==> src/rtl/if_fetch_unit.sv <==
// if_fetch_unit: instruction fetch stage, one outstanding imem request, one-entry skid buffer.
// Define IF_PERF_CNT_EN to add saturating fetch_cnt_o / bubble_cnt_o counters.
module if_fetch_unit #(
    parameter int unsigned        IMEM_AW  = 32,
    parameter logic [IMEM_AW-1:0] PC_RESET = '0
) (
    input  logic               clk_i,
    input  logic               rst_i,
    input  logic               stall_i,
    input  logic               redirect_i,
    input  logic [IMEM_AW-1:0] redirect_pc_i,
    output logic               imem_req_o,
    output logic [IMEM_AW-1:0] imem_addr_o,
    input  logic               imem_ack_i,
    input  logic [31:0]        imem_data_i,
    output logic [IMEM_AW-1:0] pc_o,
    output logic [31:0]        instruction_o,
    output logic               valid_o
`ifdef IF_PERF_CNT_EN
    ,
    output logic [31:0]        fetch_cnt_o,
    output logic [31:0]        bubble_cnt_o
`endif
);
    typedef enum logic [1:0] {S_IDLE, S_REQ, S_PEND, S_DROP} state_t;

    state_t             r_state, w_state_n;
    logic [IMEM_AW-1:0] r_pc, w_pc_n;
    logic [IMEM_AW-1:0] r_addr, w_addr_n;
    logic [IMEM_AW-1:0] r_pc_out, w_pc_out_n;
    logic [IMEM_AW-1:0] r_skid_pc, w_skid_pc_n;
    logic [31:0]        r_instr, w_instr_n;
    logic [31:0]        r_skid_data, w_skid_data_n;
    logic               r_valid, w_valid_n;
    logic [IMEM_AW-1:0] w_pc_inc, w_redir_pc;
    logic               w_redir_drop;

    assign w_pc_inc   = r_pc + IMEM_AW'(4);
    assign w_redir_pc = redirect_pc_i & ~IMEM_AW'(3);
    // A redirect cannot cancel a request still in flight; it must be drained first
    assign w_redir_drop = (r_state == S_DROP) || (r_state == S_REQ && !imem_ack_i);

    always_comb begin
        w_state_n     = r_state;
        w_pc_n        = r_pc;
        w_addr_n      = r_addr;
        w_pc_out_n    = r_pc_out;
        w_instr_n     = r_instr;
        w_valid_n     = r_valid;
        w_skid_pc_n   = r_skid_pc;
        w_skid_data_n = r_skid_data;
        case (r_state)
            S_IDLE: begin
                w_state_n = S_REQ;
                w_addr_n  = r_pc;
            end
            S_REQ: begin
                if (imem_ack_i) begin
                    w_pc_n = w_pc_inc;
                    if (stall_i) begin
                        w_skid_pc_n   = r_pc;
                        w_skid_data_n = imem_data_i;
                        w_state_n     = S_PEND;
                    end else begin
                        w_pc_out_n = r_pc;
                        w_instr_n  = imem_data_i;
                        w_valid_n  = 1'b1;
                        w_addr_n   = w_pc_inc;
                    end
                end else if (!stall_i) begin
                    w_valid_n = 1'b0;
                end
            end
            S_PEND: begin
                if (!stall_i) begin
                    w_pc_out_n = r_skid_pc;
                    w_instr_n  = r_skid_data;
                    w_valid_n  = 1'b1;
                    w_state_n  = S_REQ;
                    w_addr_n   = r_pc;
                end
            end
            S_DROP: begin
                if (imem_ack_i) begin
                    w_state_n = S_REQ;
                    w_addr_n  = r_pc;
                end
            end
            default: w_state_n = S_IDLE;
        endcase
        if (redirect_i) begin
            w_pc_n        = w_redir_pc;
            w_valid_n     = 1'b0;
            w_pc_out_n    = r_pc_out;
            w_instr_n     = r_instr;
            w_skid_pc_n   = '0;
            w_skid_data_n = '0;
            w_state_n     = w_redir_drop ? S_DROP : S_REQ;
            w_addr_n      = w_redir_drop ? r_addr : w_redir_pc;
        end
    end

    always_ff @(posedge clk_i or negedge rst_i) begin
        if (!rst_i) begin
            r_state     <= S_IDLE;
            r_pc        <= PC_RESET;
            r_addr      <= '0;
            r_pc_out    <= '0;
            r_instr     <= '0;
            r_valid     <= 1'b0;
            r_skid_pc   <= '0;
            r_skid_data <= '0;
        end else begin
            r_state     <= w_state_n;
            r_pc        <= w_pc_n;
            r_addr      <= w_addr_n;
            r_pc_out    <= w_pc_out_n;
            r_instr     <= w_instr_n;
            r_valid     <= w_valid_n;
            r_skid_pc   <= w_skid_pc_n;
            r_skid_data <= w_skid_data_n;
        end
    end

    assign imem_req_o    = (r_state == S_REQ) || (r_state == S_DROP);
    assign imem_addr_o   = r_addr;
    assign pc_o          = r_pc_out;
    assign instruction_o = r_instr;
    assign valid_o       = r_valid;

`ifdef IF_PERF_CNT_EN
    logic [31:0] r_fetch_cnt, r_bubble_cnt;
    logic        w_fetch, w_bubble;

    // Valid is only ever loaded high with stall low; a stalled valid is a hold
    assign w_fetch  = w_valid_n && !stall_i;
    assign w_bubble = !r_valid && !stall_i && (r_state != S_IDLE);

    always_ff @(posedge clk_i or negedge rst_i) begin
        if (!rst_i) begin
            r_fetch_cnt  <= '0;
            r_bubble_cnt <= '0;
        end else begin
            if (w_fetch && r_fetch_cnt != '1)
                r_fetch_cnt <= r_fetch_cnt + 32'd1;
            if (w_bubble && r_bubble_cnt != '1)
                r_bubble_cnt <= r_bubble_cnt + 32'd1;
        end
    end

    assign fetch_cnt_o  = r_fetch_cnt;
    assign bubble_cnt_o = r_bubble_cnt;
`endif
endmodule

==> config.mk <==
export PLATFORM = sky130hd
export DESIGN_NAME = if_fetch_unit
export DESIGN_NICKNAME = d
export VERILOG_FILES = /design/src/rtl/if_fetch_unit.sv
export SDC_FILE = /design/constraint.sdc
export NUM_CORES = 1
export LEC_CHECK = 0
export ABC_CLOCK_PERIOD_IN_PS = 1950
export CORE_AREA = 2 2 145 147
export CTS_CLUSTER_DIAMETER = 100
export DETAILED_ROUTE_END_ITERATION = 8
export DIE_AREA = 0 0 147 149
export HOLD_SLACK_MARGIN = 0.08
export PLACE_DENSITY = 0.81
export SYNTH_ARGS = -nofsm -noshare
export SYNTH_HDL_FRONTEND = slang
export SYNTH_SLANG_ARGS = --single-unit
==> constraint.sdc <==
create_clock -name clk_i -period 1.95 [get_ports clk_i]
set_clock_uncertainty 0.15 [all_clocks]
set_input_delay 0.39 -clock clk_i [delete_from_list [all_inputs] [get_ports clk_i]]
set_output_delay 0.39 -clock clk_i [all_outputs]
set_load 0.02 [all_outputs]
==> results by group, run 1 <==
Clocking
  • Htree depth: 4
  • Clock Tree Root: clkbuf_16
  • Worst skew pair latency: 440 ps
  • TritonCTS clock tree: yes
  • Total CTS buffers: 17
  • Clock sink total: 190
  • Clk slew on worst S/H paths: 80 ps
  • Clock Path Buffers: 2

STA
  • Final hold vios: 0
  • Setup-failing EPs final: 157
  • Final setup margin: -187 ps
  • Max Freq: 468 MHz
  • Slew Limit Fails: 0
  • Final period utilization: 110%
  • Crit path time final: 2140 ps
  • Headroom to the max-slew limit: 60.7%
  • Slew of the pin with the lowest slew margin: 589 ps
  • RSZ-0062 raised after global routing: yes

Pwr
  • Leakage: 6.37 nW
  • PwrDens: 1400 mW/mm^2
  • Peak VDD IR: 0.723 mV

Floorplanning
  • Die ar.: 0.0219 sq mm
  • Initial Utilization: 45.5%
  • Die Span Y: 149 um
  • Row cnt: 53
  • I/O Pins: 167
  • Die X: 147 um
  • Core Footprint: 0.0206 sq mm

Worst setup path
  • Crit path DAT: 2320 ps
  • Worst Setup Start Kind: register
  • Critical Path RT: 2130 ps
  • WS Path Type: register to register
  • Setup crit end kind: register
  • Crit-path max FO: 8

Routing
  • Initial detailed-routing violation count: 810
  • Vias/cell: 5.85
  • Vias: 8276
  • DR pass1 iterations: 5
  • DRC: 0
  • Final WL: 29900 um
  • Post-DR wirelength/cell: 21.1 um
  • Remaining antenna violation count: 0

Layout
  • Antenna Cells: 0
  • Layout fillers: 1452
  • Layout area overhead: 45.0%
  • Fin nets: 1199
  • Post-Layout Inst Area: 0.0136 sq mm
  • Layout cell share with drive strength beyond 1: 23.4%

Run
  • Max Cap Viol: 0

Logic synthesis
  • Flops & latches, synth: 190
  • Mapped Cells: 891
  • Ys flop type: dfrtp_1
  • Async S/R FF share, synth: 100%
  • Register area share after synthesis: 50.9%
  • Post-Syn Area: 0.00935 sq mm
  • Library cells used by synthesis: 65
  • Post-synth net total: 964
  • Warnings, synthesis: 0
  • Mean post-synth cell area: 10.5 sq um
  • Number of synthesized flops with an enable pin: 0

Placed design
  • Placed cell areas: 0.0119 sq mm
  • Buffers on Ports: 164
  • Placement Setup Slack: -386 ps
  • Routability cong.: 0.869
  • DP HPWL: 16800 um

Global routing
  • Global route overflow: 0
  • Largest net degree at the start of global routing: 64
  • All-Layer GR Usage: 24.0%
  • Antenna violations before repair: 0
  • Number of global-route vias before repair: 7840
  • First-pass GRT wire length: 41900 um

Status
  • Run status: complete, but fails checks
  • Failing checks: setup timing

Worst hold path
  • Hold crit path type: primary input to register
[cell families after synthesis]
| logic type | count (synthesis) | synth area share, % |
|---|---|---|
| buffers and inverters | 97 | 5.47 |
| AND/OR/NAND/NOR | 254 | 14.0 |
| multiplexers | 78 | 8.49 |
| adder cells (fa/ha/maj) | 4 | 0.535 |
| flip-flops | 190 | 50.9 |
| AO/OA/AOI/OAI | 213 | 15.5 |
| XOR/XNOR | 55 | 5.15 |
[power breakdown]
| group | switching, mW | internal [mW] |
|---|---|---|
| Clock | 1.73 | 1.96 |
| Sequential | 0.717 | 5.10 |
| Combinational | 5.22 | 4.31 |
[cells in the mapped netlist, drive strengths merged (4+ instances only)]
master / instances / area, sq um
mux2: 10 / 113
dfrtp: 190 / 4750
nor3: 15 / 95.1
inv: 10 / 37.5
nand2: 125 / 472
o221ai: 12 / 118
a21oi: 25 / 129
nand3: 19 / 113
xnor2: 30 / 263
a22o: 62 / 543
and2: 4 / 25.0
o21ai: 91 / 455
buf: 53 / 325
nand4: 20 / 140
and4: 4 / 36.3
clkbuf: 34 / 149
nor4: 8 / 92.6
ha: 4 / 50.1
nor2: 26 / 100
mux2i: 68 / 681
and3: 15 / 96.3
xor2: 25 / 219
[cell usage in the layout (no fill, tap or decap), drive strengths merged, types with 20 or more instances in the layout]
master,instances
mux2i,68
dlygate4sd2,60
a21oi,25
buf,124
clkdlybuf4s50,64
xor2,25
a22o,62
dfrtp,190
nand4,20
nand2,127
clkbuf,30
xnor2,30
o21ai,91
dlymetal6s2s,37
nor2,26
[path summary, 6_finish.rpt]
kind,from,end,slack [ps],cells past startpoint
max in group asynchronous,rst_i,r_pc[7]$_DFFE_PN0N_,740,3
worst max register to register,r_state[1]$_DFFE_PN0P_,instruction_o[17]$_DFFE_PN0P_,-190,8
worst max-delay path,r_state[1]$_DFFE_PN0P_,instruction_o[17]$_DFFE_PN0P_,-190,8
worst min register to register,pc_o[17]$_DFFE_PN0P_,pc_o[17]$_DFFE_PN0P_,330,2
worst min-delay path,redirect_i,valid_o$_DFFE_PN0P_,210,3
min in group asynchronous,rst_i,instruction_o[30]$_DFFE_PN0P_,320,2
[routing by layer]
layer	global-route usage [%]	share of wire, %	vias up
li1	-	-	3643
met1	33.4	40	4108
met2	37.3	49	456
met3	5.11	8.2	69
met4	8.80	2.7	0
met5	0	0	-
[through the flow]
step                instances  total power, mW  utilization, %  hold WS [ps]  TNS, ps
finish                   1414             19.0            66.0           208   -10830
global route             1414             19.9            66.0           207   -20500
CTS                      1383             17.6            61.8           168    -4120
detailed placement       1341             13.6            57.7           226   -48900
global placement         1341             13.4            57.7           229   -43130
floorplan                 891             10.0               -         -55.6    -2110
[timing repair]
item                                    4_1_cts  5_1_grt
endpoints found under the setup margin      190      205
setup buffers                                 5       11
resized for setup                           104      123
cloned                                        5       20
pin swaps                                    11       16
hold buffers                                  1        0
hold endpoints to repair                     43        0
[worst max-delay path, cell delays in order (launching register included)]
cell and delay (ps):
dfrtp_1 400, buf_4 150, ha_4 150, or2_4 270, o21ai_0 80, buf_4 240, nand2_8 140, buf_6 190
o21ai_0 260
[registers in the layout (all words and copies together), names as in the netlist]
| name | cells |
|---|---|
| r_skid_pc | 31 |
| instruction_o | 32 |
| r_skid_data | 32 |
| r_pc | 30 |
| imem_addr_o | 31 |
| valid_o | 1 |
| pc_o | 31 |
| r_state | 2 |
[area by class of cell]
cell class              count  area [sq um]  share of cell area [%]
clock buffers              17           425                    3.14
clock inverters            15           195                    1.44
inverters                  10          37.5                   0.277
multi-input cells         607          4480                    33.0
flip-flops and latches    190          4760                    35.1
well taps                 275           344                    2.54
repair buffers            300          3320                    24.5
Power figures use the tool's default switching activity.
==> run 2, diff against run 1 <==
DONT_BUFFER_PORTS = 1   (was unset)
PLACE_DENSITY = 0.7   (was 0.81)
==> run 2 against run 1 <==
Sequential power rose by 25%. Die area did not move. Power fell by 0.17%. The run ends with hold timing, setup timing left. Critical path depth fell by 1. Wire length rose by 6.3%. Cell count fell by 5.1%. Non-clock buffer count fell by 74.
==> results by group, run 2 (same netlist as run 1, synthesis figures left out) <==
Clocking
  • Clock sink total: 190 (unchanged)
  • Htree depth: 4 (unchanged)
  • Total CTS buffers: 17 (unchanged)
  • Clk slew on worst S/H paths: 90 ps (about the same)
  • Clock Tree Root: clkbuf_16
  • Clock Path Buffers: 2 (unchanged)
  • TritonCTS clock tree: yes
  • Post-CTS Hold Buffers: 64 (+63)
  • Worst skew pair latency: 440 ps (about the same)

Run
  • Max Cap Viol: 0 (unchanged)

Floorplanning
  • Die X: 147 um (unchanged)
  • I/O Pins: 167 (unchanged)
  • Die Span Y: 149 um (unchanged)
  • Row cnt: 53 (unchanged)
  • Core Footprint: 0.0206 sq mm (unchanged)
  • Initial Utilization: 45.5% (unchanged)
  • Die ar.: 0.0219 sq mm (unchanged)

STA
  • Headroom to the max-slew limit: 60.8% (+0.087 points)
  • Setup-failing EPs final: 173 (+10%)
  • RSZ-0062 raised after global routing: yes
  • Max Freq: 460 MHz (-1.7%)
  • Final period utilization: 112% (+1.9 points)
  • Slew of the pin with the lowest slew margin: 587 ps (-1.30 ps)
  • Hold WS: -510 ps (-718 ps)
  • Crit path time final: 2170 ps (+37.7 ps)
  • Final hold vios: 190 (+190)
  • Final setup margin: -225 ps (-37.7 ps)
  • Slew Limit Fails: 0 (unchanged)

Layout
  • Commonest non-fill, non-tap cell in the layout: dfrtp_1
  • Multi-input gate area: 0.00486 sq mm (+8.4%)
  • Antenna Cells: 0 (unchanged)
  • Post-Layout Inst Area: 0.0134 sq mm (-1.5%)
  • Sequential cell area: 0.00476 sq mm (about the same)
  • Layout fillers: 1462 (+0.69%)
  • Most frequent cells in the layout: dfrtp_1, buf_4, nand2_1
  • Layout cell share with drive strength beyond 1: 33.6% (+10 points)
  • Fin nets: 1127 (-6.0%)
  • Non-filler instance count after layout: 1342 (-5.1%)
  • Util after Layout: 65.0% (-1.0 points)
  • Layout area overhead: 42.8%

Global routing
  • Number of global-route vias before repair: 7640 (-2.6%)
  • Largest net degree at the start of global routing: 191 (+200%)
  • Antenna violations before repair: 0 (unchanged)
  • Global route overflow: 0 (unchanged)
  • First-pass GRT wire length: 41700 um (-0.35%)
  • All-Layer GR Usage: 24.1% (+0.13 points)

Worst setup path
  • CP cell instances: buf_6 > ha_4 > or2_4 > a221o_4 > buf_12 > buf_12 > o31ai_2
  • Worst path bufs/invs: 3 (unchanged)
  • Largest stage delay, worst path: 440 ps (+40 ps)
  • Worst Setup Start Kind: register
  • WS Path Type: register to register
  • Cell with the most instances on the worst path: buf_12
  • Cells on worst reg2reg path: 7 (-1)
  • Setup crit end kind: register
  • Crit-path slowest cell: a221o_4
  • Crit path max-delay family: compound AO/OA/AOI/OAI gates
  • Crit-path max FO: 6 (-2)
  • Critical Path RT: 2150 ps (+20 ps)
  • Worst R2R Setup Slack: -220 ps (-40 ps)
  • Crit path DAT: 2380 ps (+60 ps)
  • Worst R2R Start: r_state[1]$_DFFE_PN0P_
  • Worst r2r dst: imem_addr_o[3]$_DFFE_PN0P_

Worst hold path
  • Hold crit path type: primary input to asynchronous set/reset pin

Routing
  • Post-DR wirelength/cell: 23.6 um (+12%)
  • DR pass1 iterations: 6 (+1)
  • Initial detailed-routing violation count: 698 (-14%)
  • Final WL: 31700 um (+6.3%)
  • Remaining antenna violation count: 0 (unchanged)
  • Vias/cell: 6.09 (+4.1%)
  • Vias: 8174 (-1.2%)
  • DRC: 0 (unchanged)

Status
  • Failing checks: hold timing, setup timing
  • Run status: complete, but fails checks

Placed design
  • DP HPWL: 15200 um (-9.5%)
  • Routability cong.: 0.856 (-1.4%)
  • Placed Cells: 1167 (-13%)
  • Buffers on Ports: 0 (-100%)
  • Placement Setup Slack: -188 ps (+198 ps)
  • Placed cell areas: 0.0101 sq mm (-15%)

Pwr
  • Peak VDD IR: 0.858 mV (+19%)
  • PwrDens: 1420 mW/mm^2 (+1.4%)
  • Final Power: 19.0 mW (-0.17%)
  • Leakage: 5.79 nW (-9.0%)
## run 2: cell types whose count changed in the layout (fill, tap and decap cells not counted), moves of 6 or more
cell	change
nand2_2	+29
dlygate4sd2_1	-60
nand2_1	-39
dlymetal6s2s_1	-37
clkbuf_16	+6
clkdlybuf4s50_1	-64
nand2_4	+10
dlygate4sd3_1	+62
o21ai_1	+18
o21ai_0	-37
o21ai_2	+19
buf_16	+10
buf_6	+10
## run 2: area by class of cell
cell class	instances	share of cell area, %
Clock buffer	17	3.19
Clock inverter	15	1.08
Inverter	10	0.300
Multi-Input combinational cell	609	36.4
Sequential cell	190	35.6
Tap cell	275	2.58
Timing Repair Buffer	226	20.9
## run 2: repair_timing
action                                 in CTS  in global routing
resized for setup                          74                219
pin swaps                                  60                 47
gates cloned                               12                 30
setup endpoints to repair                 163                184
buffers inserted                           17                 22
endpoints found under the hold margin     315                190
## run 2: layer usage
metal	part of all wire, %	vias to the layer above	GRT usage, %
met5	0	-	0
met4	3.5	0	7.98
met3	8.2	95	6.27
met2	48	462	37.5
met1	40	4086	33.2
li1	-	3531	-
## run 2: worst max-delay path by stage
stage,from,end,depth (start not counted)
2_1_floorplan,r_state[1]$_DFFE_PN0P_,imem_addr_o[15]$_DFFE_PN0P_,7
5_1_grt,r_state[1]$_DFFE_PN0P_,imem_addr_o[3]$_DFFE_PN0P_,7
4_1_cts,r_state[0]$_DFFE_PN0P_,imem_req_o,4
3_5_place_dp,r_state[1]$_DFFE_PN0P_,imem_addr_o[8]$_DFFE_PN0P_,6
6_report,r_state[1]$_DFFE_PN0P_,imem_addr_o[3]$_DFFE_PN0P_,7
3_3_place_gp,r_state[1]$_DFFE_PN0P_,imem_addr_o[19]$_DFFE_PN0P_,7
## run 2: report_power, final
group          internal [mW]  leakage, nW  total (mW)  switching [mW]
Clock                   1.71        0.280        3.47            1.76
Combinational           4.13         3.09        8.26            4.14
Sequential              5.08         2.42        7.27            2.19
## run 2: stage by stage
| step | hold WS (ps) | TNS (ps) |
|---|---|---|
| after floorplan | -55.6 | -2110 |
| after global placement | -48.5 | -8920 |
| after detailed placement | -49.1 | -11750 |
| after CTS | -531 | -7370 |
| after global routing | -538 | -28540 |
| final | -510 | -21420 |
==> run 3, diff against run 2 <==
HOLD_SLACK_MARGIN = unset   (was 0.08)
SETUP_SLACK_MARGIN = 0.05   (was unset)
==> run 3 against run 2 <==
Hold slack lost 0.82 ps. Sequential share of layout area fell by 0.92 points. Non-clock buffer count down 1. Combinational power increased by 5.8%. First-iteration DRC count shrank 23%. Clock power is 2% higher. Via count is 1.3% lower. Register-to-register slack lost 20 ps. Wire length is 0.95% higher. Design area grew 2.7%. Highest routed layer unchanged. The flow still finishes with violations (hold timing, setup timing). Core utilization increased by 1.7 points. Largest cell class unchanged. Sequential power grew 1%.
==> results by group, run 3 (same netlist as run 1, synthesis figures left out) <==
Floorplanning
  • Die Span Y: 149 um (unchanged)
  • Row cnt: 53 (unchanged)
  • Die ar.: 0.0219 sq mm (unchanged)
  • I/O Pins: 167 (unchanged)
  • Initial Utilization: 45.5% (unchanged)
  • Core Footprint: 0.0206 sq mm (unchanged)
  • Die X: 147 um (unchanged)

Global routing
  • Global route overflow: 0 (unchanged)
  • Met3 Use GR: 5.93% (-0.34 points)
  • Gr busiest metal: met2
  • Largest net degree at the start of global routing: 191 (unchanged)
  • All-Layer GR Usage: 26.1% (+2.0 points)
  • Number of global-route vias before repair: 7799 (+2.1%)
  • M1 GR Usage: 34.7% (+1.5 points)
  • Antenna violations before repair: 0 (unchanged)
  • M2 GR Usage: 43.7% (+6.3 points)
  • First-pass GRT wire length: 44500 um (+6.7%)

Worst setup path
  • Worst path bufs/invs: 2 (-1)
  • Crit-path slowest cell: a221o_4
  • WS Path Type: register to register
  • Crit path max-delay family: compound AO/OA/AOI/OAI gates
  • CP cell instances: inv_2 > ha_4 > or2_4 > a221o_4 > buf_12 > o31ai_2
  • Crit path DAT: 2390 ps (about the same)
  • Worst Setup Start Kind: register
  • Crit-path max FO: 23 (+17)
  • Critical Path RT: 2140 ps (about the same)
  • Setup crit end kind: register
  • Largest stage delay, worst path: 510 ps (+70 ps)
  • Worst R2R Setup Slack: -250 ps (-20 ps)

STA
  • Crit path time final: 2200 ps (+21.3 ps)
  • RSZ-0062 raised after global routing: yes
  • Final period utilization: 113% (+1.1 points)
  • Slew Limit Fails: 0 (unchanged)
  • Setup-failing EPs final: 143 (-17%)
  • Hold WS: -511 ps (-0.824 ps)
  • Final hold vios: 194 (+2.1%)
  • Headroom to the max-slew limit: 54.8% (-6.0 points)
  • Slew of the pin with the lowest slew margin: 677 ps (+89.8 ps)
  • Max Freq: 455 MHz (-0.97%)
  • Final setup margin: -246 ps (-21.3 ps)

Layout
  • Most frequent cells in the layout: dfrtp_1, mux2i_1, buf_4
  • Fin nets: 1125 (-0.18%)
  • Post-Layout Inst Area: 0.0137 sq mm (+2.7%)
  • Layout area overhead: 46.6%
  • Antenna Cells: 0 (unchanged)
  • Util after Layout: 66.7% (+1.7 points)
  • Layout cell share with drive strength beyond 1: 36.6% (+3.1 points)
  • Commonest non-fill, non-tap cell in the layout: dfrtp_1

Clocking
  • Total CTS buffers: 17 (unchanged)
  • Htree depth: 4 (unchanged)
  • Clock Path Buffers: 2 (unchanged)
  • Clk slew on worst S/H paths: 80 ps (about the same)
  • TritonCTS clock tree: yes
  • Clock sink total: 190 (unchanged)
  • Worst skew pair latency: 440 ps (about the same)
  • Clock Tree Root: clkbuf_16

Placed design
  • DP HPWL: 15000 um (-1.3%)
  • Placed cell areas: 0.0100 sq mm (-0.48%)
  • Buffers on Ports: 0 (unchanged)
  • Routability cong.: 0.873 (+2.0%)
  • Placement Setup Slack: -220 ps (-32.0 ps)

Pwr
  • Peak VDD IR: 0.730 mV (-15%)
  • PwrDens: 1430 mW/mm^2 (+0.75%)
  • Leakage: 5.90 nW (+1.8%)

Routing
  • DR pass1 iterations: 5 (-1)
  • Vias/cell: 6.02 (-1.2%)
  • Initial detailed-routing violation count: 535 (-23%)
  • Vias: 8066 (-1.3%)
  • Remaining antenna violation count: 0 (unchanged)
  • Final WL: 32000 um (+0.95%)
  • DRC: 0 (unchanged)
  • Post-DR wirelength/cell: 23.9 um (+1.1%)

Status
  • Failing checks: hold timing, setup timing
  • Run status: complete, but fails checks

Run
  • Max Cap Viol: 0 (unchanged)

Worst hold path
  • Hold crit path type: primary input to asynchronous set/reset pin
## run 3: report_power, final
part           total [mW]  internal, mW  switching [mW]
registers            7.36          5.08            2.28
clock network        3.55          1.81            1.74
logic                8.74          4.42            4.32
total                19.7          11.3            8.34
## run 3: layout make-up
class / instances / area [sq um]
sequential: 190 / 4760
clock inverter: 14 / 148
tap: 275 / 344
clock buffer: 18 / 429
multi-input combinational: 608 / 5080
timing repair buffer: 225 / 2910
inverter: 10 / 42.5
fill: 1406 / 6850
## run 3: final timing paths
check                                                endpoint  depth (start not counted)                      start
worst max-delay path               imem_addr_o[8]$_DFFE_PN0P_                          6     r_state[0]$_DFFE_PN0P_
worst min-delay path            instruction_o[17]$_DFFE_PN0P_                          0                      rst_i
worst max register to register     imem_addr_o[8]$_DFFE_PN0P_                          6     r_state[0]$_DFFE_PN0P_
worst min register to register      r_skid_pc[28]$_DFFE_PN0P_                          1  r_skid_pc[28]$_DFFE_PN0P_
max in group asynchronous                 r_pc[9]$_DFFE_PN0N_                          0                      rst_i
min in group clk_i              instruction_o[10]$_DFFE_PN0P_                          2            imem_data_i[10]
## run 3: repair_timing
action / in CTS / in global routing
resized for setup: 109 / 270
endpoints found under the setup margin: 159 / 189
pin swaps: 39 / 120
buffers inserted: 32 / 24
hold buffers: 61 / 2
endpoints found under the hold margin: 268 / 192
gates cloned: 22 / 14
## run 3: through the flow
| step | TNS, ps | total power [mW] | hold WS [ps] | instances |
|---|---|---|---|---|
| floorplan | -2100 | 10.1 | -55.6 | 891 |
| CTS | -16400 | 17.0 | -513 | 1308 |
| detailed placement | -13070 | 11.6 | -47.4 | 1162 |
| finish | -11860 | 19.7 | -511 | 1340 |
| global route | -18690 | 20.4 | -520 | 1340 |
| global placement | -10490 | 11.4 | -46.1 | 1162 |
## run 3: metal layers
metal	vias to the layer above	part of all wire, %	routed length, um
met3	65	6.7	2140
li1	3514	-	-
met5	-	0	0
met2	377	49	15800
met4	0	2.5	791
met1	4110	41	13300
